==> src/rtl/pipeline_ctrl_if.sv <==
// Control bundle between the pipeline stall/flush sequencer and its neighbours.
// master drives hazard/branch/memory status; slave (pipeline_ctrl) drives stage controls.
interface pipeline_ctrl_if #(
    parameter int CNT_W = 16
);
    logic             load_use_hz;
    logic             branch_taken;
    logic             dmem_req;
    logic             dmem_ack;
    logic             err_clr;
    logic             pc_we;
    logic             ifid_we;
    logic             ifid_flush;
    logic             idex_we;
    logic             idex_flush;
    logic             exmem_we;
    logic             memwb_bubble;
    logic             mem_err;
    logic [CNT_W-1:0] stall_cnt;
    logic [CNT_W-1:0] flush_cnt;

    modport master (
        output load_use_hz, branch_taken, dmem_req, dmem_ack, err_clr,
        input  pc_we, ifid_we, ifid_flush, idex_we, idex_flush, exmem_we,
               memwb_bubble, mem_err, stall_cnt, flush_cnt
    );

    modport slave (
        input  load_use_hz, branch_taken, dmem_req, dmem_ack, err_clr,
        output pc_we, ifid_we, ifid_flush, idex_we, idex_flush, exmem_we,
               memwb_bubble, mem_err, stall_cnt, flush_cnt
    );
endinterface

==> src/rtl/pipeline_ctrl.sv <==
// Stall/flush sequencer for the 5-stage pipeline: freezes on slow data-memory
// accesses, bubbles on load-use hazards, flushes on taken branches, and keeps perf counters.
module pipeline_ctrl #(
    parameter int MEM_TIMEOUT = 16,
    parameter int CNT_W       = 16
) (
    input logic           clk,
    input logic           rst_n,
    pipeline_ctrl_if.slave bus
);
    localparam int                WCNT_W    = (MEM_TIMEOUT > 2) ? $clog2(MEM_TIMEOUT) : 1;
    localparam logic [WCNT_W-1:0] WCNT_LAST = WCNT_W'(MEM_TIMEOUT - 1);
    localparam logic [CNT_W-1:0]  CNT_MAX   = '1;

    typedef enum logic {
        RUN,
        MEM_WAIT
    } state_t;

    state_t            state_q;
    logic [WCNT_W-1:0] wcnt_q;
    logic              memErr_q, memErr_d;
    logic [CNT_W-1:0]  stallCnt_q, stallCnt_d;
    logic [CNT_W-1:0]  flushCnt_q, flushCnt_d;
    logic              freeze, timeout, stallEvt, flushEvt;

    // A release from MEM_WAIT (ack or timeout) is an ordinary advance cycle.
    always_comb begin
        freeze  = 1'b0;
        timeout = 1'b0;
        if (state_q == RUN) begin
            freeze = bus.dmem_req && !bus.dmem_ack;
        end else begin
            freeze  = !bus.dmem_ack && (wcnt_q != WCNT_LAST);
            timeout = !bus.dmem_ack && (wcnt_q == WCNT_LAST);
        end
    end

    always_comb begin
        bus.pc_we        = rst_n;
        bus.ifid_we      = rst_n;
        bus.idex_we      = rst_n;
        bus.exmem_we     = rst_n;
        bus.ifid_flush   = 1'b0;
        bus.idex_flush   = 1'b0;
        bus.memwb_bubble = 1'b0;
        stallEvt         = 1'b0;
        flushEvt         = 1'b0;
        if (rst_n) begin
            if (freeze) begin
                bus.pc_we        = 1'b0;
                bus.ifid_we      = 1'b0;
                bus.idex_we      = 1'b0;
                bus.exmem_we     = 1'b0;
                bus.memwb_bubble = 1'b1;
                stallEvt         = 1'b1;
            end else if (bus.branch_taken) begin
                // The load-use victim is on the wrong path, so the hazard is moot.
                bus.ifid_flush = 1'b1;
                bus.idex_flush = 1'b1;
                flushEvt       = 1'b1;
            end else if (bus.load_use_hz) begin
                bus.pc_we      = 1'b0;
                bus.ifid_we    = 1'b0;
                bus.idex_flush = 1'b1;
                stallEvt       = 1'b1;
            end
        end
    end

    always_comb begin
        stallCnt_d = (stallEvt && stallCnt_q != CNT_MAX) ? stallCnt_q + CNT_W'(1) : stallCnt_q;
        flushCnt_d = (flushEvt && flushCnt_q != CNT_MAX) ? flushCnt_q + CNT_W'(1) : flushCnt_q;
        memErr_d   = timeout ? 1'b1 : (bus.err_clr ? 1'b0 : memErr_q);
    end

    always_ff @(posedge clk or negedge rst_n) begin
        if (!rst_n) begin
            state_q    <= RUN;
            wcnt_q     <= '0;
            memErr_q   <= 1'b0;
            stallCnt_q <= '0;
            flushCnt_q <= '0;
        end else begin
            memErr_q   <= memErr_d;
            stallCnt_q <= stallCnt_d;
            flushCnt_q <= flushCnt_d;
            case (state_q)
                RUN: begin
                    if (freeze) begin
                        state_q <= MEM_WAIT;
                        wcnt_q  <= '0;
                    end
                end
                MEM_WAIT: begin
                    if (freeze) begin
                        wcnt_q <= wcnt_q + WCNT_W'(1);
                    end else begin
                        state_q <= RUN;
                    end
                end
                default: state_q <= RUN;
            endcase
        end
    end

    assign bus.mem_err   = memErr_q;
    assign bus.stall_cnt = stallCnt_q;
    assign bus.flush_cnt = flushCnt_q;
endmodule
==> src/flat_wrapper.sv <==
// flat-port wrapper written by rule: the top's interface ports become plain ports
module pipeline_ctrl_flat 
#(
    parameter int MEM_TIMEOUT = 16,
    parameter int CNT_W       = 16
)
  (clk, rst_n, bus_load_use_hz, bus_branch_taken, bus_dmem_req, bus_dmem_ack, bus_err_clr, bus_pc_we, bus_ifid_we, bus_ifid_flush, bus_idex_we, bus_idex_flush, bus_exmem_we, bus_memwb_bubble, bus_mem_err, bus_stall_cnt, bus_flush_cnt);
  pipeline_ctrl_if #(.CNT_W(CNT_W)) bus_i ();
  input logic clk;
  input logic rst_n;
  input wire logic [$bits(bus_i.load_use_hz)-1:0] bus_load_use_hz;
  input wire logic [$bits(bus_i.branch_taken)-1:0] bus_branch_taken;
  input wire logic [$bits(bus_i.dmem_req)-1:0] bus_dmem_req;
  input wire logic [$bits(bus_i.dmem_ack)-1:0] bus_dmem_ack;
  input wire logic [$bits(bus_i.err_clr)-1:0] bus_err_clr;
  output wire logic [$bits(bus_i.pc_we)-1:0] bus_pc_we;
  output wire logic [$bits(bus_i.ifid_we)-1:0] bus_ifid_we;
  output wire logic [$bits(bus_i.ifid_flush)-1:0] bus_ifid_flush;
  output wire logic [$bits(bus_i.idex_we)-1:0] bus_idex_we;
  output wire logic [$bits(bus_i.idex_flush)-1:0] bus_idex_flush;
  output wire logic [$bits(bus_i.exmem_we)-1:0] bus_exmem_we;
  output wire logic [$bits(bus_i.memwb_bubble)-1:0] bus_memwb_bubble;
  output wire logic [$bits(bus_i.mem_err)-1:0] bus_mem_err;
  output wire logic [$bits(bus_i.stall_cnt)-1:0] bus_stall_cnt;
  output wire logic [$bits(bus_i.flush_cnt)-1:0] bus_flush_cnt;
  assign bus_i.load_use_hz = bus_load_use_hz;
  assign bus_i.branch_taken = bus_branch_taken;
  assign bus_i.dmem_req = bus_dmem_req;
  assign bus_i.dmem_ack = bus_dmem_ack;
  assign bus_i.err_clr = bus_err_clr;
  assign bus_pc_we = bus_i.pc_we;
  assign bus_ifid_we = bus_i.ifid_we;
  assign bus_ifid_flush = bus_i.ifid_flush;
  assign bus_idex_we = bus_i.idex_we;
  assign bus_idex_flush = bus_i.idex_flush;
  assign bus_exmem_we = bus_i.exmem_we;
  assign bus_memwb_bubble = bus_i.memwb_bubble;
  assign bus_mem_err = bus_i.mem_err;
  assign bus_stall_cnt = bus_i.stall_cnt;
  assign bus_flush_cnt = bus_i.flush_cnt;
  pipeline_ctrl #(.MEM_TIMEOUT(MEM_TIMEOUT), .CNT_W(CNT_W)) u_core (.clk(clk), .rst_n(rst_n), .bus(bus_i));
endmodule
==> config.mk <==
export PLATFORM = sky130hd
export DESIGN_NAME = pipeline_ctrl_flat
export DESIGN_NICKNAME = d
export VERILOG_FILES = /design/src/rtl/pipeline_ctrl_if.sv /design/src/rtl/pipeline_ctrl.sv /design/src/flat_wrapper.sv
export SDC_FILE = /design/constraint.sdc
export NUM_CORES = 1
export LEC_CHECK = 0
export CELL_PAD_IN_SITES_DETAIL_PLACEMENT = 0
export CELL_PAD_IN_SITES_GLOBAL_PLACEMENT = 2
export CORE_ASPECT_RATIO = 0.7
export CORE_MARGIN = 3
export CORE_UTILIZATION = 33
export DETAILED_ROUTE_END_ITERATION = 10
export PLACE_DENSITY_LB_ADDON = 0.05
export SYNTH_ARGS = -nofsm -noshare
export SYNTH_HDL_FRONTEND = slang
export SYNTH_SLANG_ARGS = --single-unit
==> constraint.sdc <==
create_clock -name clk -period 3.11 [get_ports clk]
set_clock_uncertainty 0.2 [all_clocks]
set_input_delay 0.622 -clock clk [delete_from_list [all_inputs] [get_ports clk]]
set_output_delay 0.622 -clock clk [all_outputs]
set_load 0.005 [all_outputs]
==> metrics, run 1 <==
outcome=completed; Detailed Routing Iterations Pass 1=4; RSZ-0062 raised after global routing=false; Die Y=69.1 um; Crit Path Class=in2out; Post-Synth Adder-Cell Area=between 1.5 and 2%; crit-path leading delay family=buffers and inverters; Final min period=2980 ps; DRC marker count from the first detailed-route iteration=50; Port Buffers=between 40 and 50; DR vias=about 1.4k; Tot GR Track Use=around an eighth; Critical Path End Type=output pin; Initial Util=about a third; synth top area cells=dfrtp_1, xnor2_1, xor2_1; grt total ovfl=0; filler instances=approximately 520; Netlist cell types=34; max incr delay on CP=510 ps; Net count, final=about 240; xor/xnor cell area share of the yosys netlist=between 10% and 20%; DIE WIDTH=between 90 and 100 um; Clock Latency Late Sink=between 200 and 300 ps; cts bufs inserted=5; max-slew violations=0; CP most frequent cell=clkdlybuf4s50_1; Avg Cell Area, Syn=between 10 and 15 sq um; worst vdd ir=about 0.00033 V; drt drc=0; Ports=47; number of synthesized register bits=38; worst-path fanout max=3; top-count cell post-synth=dfrtp_1; max_cap viols=0; ys flop type=dfrtp_1; post-synth net total=182; share of layout cells above drive strength 1=between 10% and 20%; vias in the first global route=between 1k and 1.5k; gpl congestion=about 0.78; Worst Setup Start Kind=input pin; root buffer cell=clkbuf_8; Setup TNS=0 ps; Warnings, synthesis=0; Final setup viols=0; Yosys top cell by area=dfrtp_1; hold_ws=about 180 ps; EDFF count, synth=0; TritonCTS clock tree=built; Post-synth top cells=dfrtp_1, xnor2_1, nand3_1; Post-Synth Simple-Gate Area=22.9%; row cnt=22; Layout area overhead=35.2%; slew margin rel.=70.7%; Wirelength per Cell=between 10 and 15 um; Worst Path Buf+Inv=3; die area=6650 sq um; Post-Place Cells=292; Routed WL=3920 um; final hold violation count=0; slowest CP cell=clkdlybuf4s50_1; Post-DRT Antenna Nets=0; Clock Tree Buf Depth=2; largest net degree at the start of global routing=26; first-pass GRT wire length=just under 7000 um; Peak Freq=335 MHz; Worst-Margin Slew=about 440 ps; ys async rst share=100%; Synth top area share=about 51%; Detail Placement HPWL=approximately 3000 um; Pwr Total=0.00133 W; Power per Cell Area=between 500 and 600 nW/um^2; complex-gate fraction of the synthesized area=5.20%; Syn Inst Count=roughly 170; Worst-path clk slew=roughly 70 ps; mux cell area share after synthesis=roughly 1.7%; worst path required time=about 2300 ps; Hold Crit Class=in2async; non-filler instance count after layout=between 200 and 300; Clock H-tree levels=2; fin crit share=between 90% and 100%; Final Util=a little under half; Worst EP arrival=around 2200 ps; largest family of logic cells by synthesized area=simple AND/OR/NAND/NOR gates; crit-path cells=clkdlybuf4s50_1 -> o21ba_2 -> and2_1 -> nand2b_4 -> inv_1 -> clkdlybuf4s50_1; Sink Count=38; initial antenna violation count=0; register area share after synthesis=approximately 51%; DR vias/cell=between 4 and 5; # diodes=0; Pleak=1.15 nW; Placeable Area=5370 sq um; synthesized area=1880 sq um
-- layer usage --
layer,vias up,global-route usage [%],wire length [um]
met2,29,20.0,1760
li1,698,-,-
met4,0,4.10,38
met5,-,0,0
met3,5,4.03,181
met1,696,17.3,1940
-- repair_timing --
item	CTS	global route
pin swaps	0	1
resized for setup	1	4
buffers inserted	0	0
hold buffers	0	0
gates cloned	0	0
endpoints found under the setup margin	2	5
hold endpoints to repair	0	0
-- logic make-up (layout without fill, tap and decap cells) --
logic type                 count (synthesis)  count (layout)
and+or+nand+nor                           75              75
DFF                                       38              38
xor gates and xnor gates                  30              30
buffers and inverters                     12              66
AOI/OAI and AO/OA                         11              11
adders and majority gates                  3               3
muxes                                      3               3
-- per-stage QoR --
stage | setup WS [ps] | instance area (sq um)
floorplan | 682 | 1880
global placement | 28.8 | 2440
detailed placement | -42.0 | 2440
CTS | 0.147 | 2520
global route | 47.8 | 2540
finish | 128 | 2540
-- worst paths after layout --
kind | to | slack (ps) | from | cells past startpoint
max reg2reg | u_core.bus.flush_cnt[1] | 890 | u_core.state_q | 6
min | u_core.bus.stall_cnt[3] | 180 | rst_n | 2
min reg2reg | u_core.bus.stall_cnt[15] | 290 | u_core.bus.stall_cnt[15] | 1
min in group clk | u_core.bus.stall_cnt[15] | 290 | u_core.bus.stall_cnt[15] | 1
max in group asynchronous | u_core.bus.stall_cnt[5] | 2250 | rst_n | 2
max | bus_idex_we | 130 | bus_dmem_ack | 6
-- cells in the final DEF (no fill, tap or decap), drive strengths merged, types with 4 or more instances in the layout --
cell type / n
dfrtp: 38
buf: 7
xnor2: 20
xor2: 10
nand2: 13
nor2: 11
inv: 8
clkdlybuf4s50: 42
and4: 7
and2: 4
nand4: 7
clkbuf: 6
nand3: 14
and3: 7
-- report_power, final --
part,leakage (nW),internal (W),switching [W]
sequential,0.509,0.000570,0.0000976
clock,0.0431,0.000171,0.000157
combinational,0.599,0.000218,0.000118
total,1.15,0.000959,0.000373
-- registers in the layout, indices dropped and copies added (netlist names) --
signal and count:
u_core.bus.flush_cnt 16, u_core.bus.stall_cnt 16, u_core.wcnt_q 4, u_core.bus.mem_err 1
u_core.state_q 1
-- final cells by class --
| type | instances | area (sq um) | share of cell area [%] |
|---|---|---|---|
| Sequential cell | 38 | 951 | 37.4 |
| Multi-Input combinational cell | 122 | 878 | 34.6 |
| Timing Repair Buffer | 52 | 508 | 20.0 |
| Tap cell | 72 | 90.1 | 3.55 |
| Clock buffer | 6 | 82.6 | 3.25 |
| Inverter | 8 | 30.0 | 1.18 |
Note: power is estimated with default switching activity, not from simulation.
==> run 2, diff against run 1 <==
--- a/config.mk
+++ b/config.mk
@@ -8,9 +8,10 @@
 export CELL_PAD_IN_SITES_DETAIL_PLACEMENT = 0
 export CELL_PAD_IN_SITES_GLOBAL_PLACEMENT = 2
 export CORE_ASPECT_RATIO = 0.7
-export CORE_MARGIN = 3
-export CORE_UTILIZATION = 33
+export CORE_MARGIN = 1
+export CORE_UTILIZATION = 42
 export DETAILED_ROUTE_END_ITERATION = 10
+export DONT_BUFFER_PORTS = 1
 export PLACE_DENSITY_LB_ADDON = 0.05
 export SYNTH_ARGS = -nofsm -noshare
 export SYNTH_HDL_FRONTEND = slang
==> metrics, run 2 (same netlist as run 1, synthesis figures left out) <==
Worst-path clk slew=around 70 ps; RSZ-0062 raised after global routing=false; largest net degree at the start of global routing=39; fin crit share=81.1%; routed length on met2=around 1500 um; gpl congestion=roughly 0.82; max-slew violations=0; Initial Util=45.9%; DRC marker count from the first detailed-route iteration=between 40 and 50; initial antenna violation count=0; TritonCTS clock tree=built; Worst Setup Start Kind=flop; Peak Freq=397 MHz; # diodes=0; Critical Path End Type=output pin; DR vias/cell=~5.4; Layout area overhead=8.53%; filler instances=between 300 and 400; slew margin rel.=about 62%; Final min period=between 2000 and 3000 ps; Worst EP arrival=between 1500 and 2000 ps; first-pass GRT wire length=around 6000 um; most common cell after layout, fill and taps aside=dfrtp_1; row cnt=19; cts repair resizes=0; final hold violation count=0; Sink Count=38; Placeable Area=just over 4000 sq um; DR vias=roughly 1.2k; Final setup viols=0; worst path required time=~2300 ps; Tot GR Track Use=around 17%; DIE WIDTH=81.9 um; Top Metal Used=met4; final instance area=~2000 sq um; Ports=47; Placed Area=1910 sq um; Wirelength per Cell=15.5 um; setup slack, reg-to-reg=between 900 and 1000 ps; outcome=completed; vias in the first global route=1218; Die Y=a little under 60 um; Worst-Margin Slew=562 ps; met3 routed WL=234 um; root buffer cell=clkbuf_8; cts bufs inserted=5; share of layout cells above drive strength 1=roughly 11%; Post-DRT Antenna Nets=0; Clock H-tree levels=2; Pleak=a little over 0.9 nW; max_cap viols=0; grt total ovfl=0; Clock Latency Late Sink=a little under 300 ps; M1 WL=1790 um; Routed WL=~3600 um; worst-path fanout max=7; Port Buffers=0; Pwr Total=~0.0012 W; drt drc=0; die area=between 4000 and 5000 sq um; worst vdd ir=approximately 0.00042 V; Net count, final=187; commonest non-fill, non-tap cells in the layout=dfrtp_1, xnor2_1, nand3_1; Crit Path Class=reg2out; Detailed Routing Iterations Pass 1=4; Power per Cell Area=between 500 and 600 nW/um^2; Hold Crit Class=in2reg; Detail Placement HPWL=roughly 2600 um; Clock Tree Buf Depth=2; Setup TNS=0 ps
-- run 2: layout make-up --
cell class / count / area (sq um) / area share, %
multi-input cells: 122 / 867 / 42.5
clock inverters: 2 / 12.5 / 0.614
flip-flops and latches: 38 / 951 / 46.7
inverters: 8 / 30.0 / 1.47
well taps: 52 / 65.1 / 3.19
clock buffers: 6 / 82.6 / 4.05
repair buffers: 2 / 30.0 / 1.47
-- run 2: report_power, final --
part	internal, W	switching (W)
logic	0.0000870	0.0000746
clock network	0.000178	0.000172
registers	0.000570	0.000114
-- run 2: worst max-delay path: stages (launching register included) --
cell	delay, ps
dfrtp_1	380
ha_1	210
nand4_2	150
and2_1	240
nand2b_1	200
a21oi_1	240
-- run 2: timing repair --
item                      4_1_cts  5_1_grt
hold buffers                    2        0
hold endpoints to repair       38        0
buffers inserted                0        0
-- run 2: per-layer routing --
metal | global-route usage (%) | up-vias
li1 | - | 603
met1 | 24.9 | 591
met2 | 24.6 | 37
met3 | 6.30 | 5
met4 | 5.26 | 0
met5 | 0 | -
-- run 2: worst paths after layout --
check | from | end | cells after the start
setup / recovery | u_core.wcnt_q[1] | bus_ifid_we | 5
hold / removal | bus_err_clr | u_core.bus.mem_err | 1
setup reg to reg | u_core.bus.flush_cnt[0] | u_core.bus.flush_cnt[1] | 5
hold reg to reg | u_core.bus.stall_cnt[15] | u_core.bus.stall_cnt[15] | 1
max in group asynchronous | rst_n | u_core.wcnt_q[2] | 2
min in group asynchronous | rst_n | u_core.bus.flush_cnt[14] | 2
-- run 2: metrics by stage --
stage,setup WS [ps],instances,hold slack (ps),utilization (%)
2_1_floorplan,682,172,126,-
3_3_place_gp,788,220,127,46.8
3_5_place_dp,773,220,127,46.8
4_1_cts,567,230,231,49.8
5_1_grt,419,230,227,49.8
6_report,589,230,239,49.8
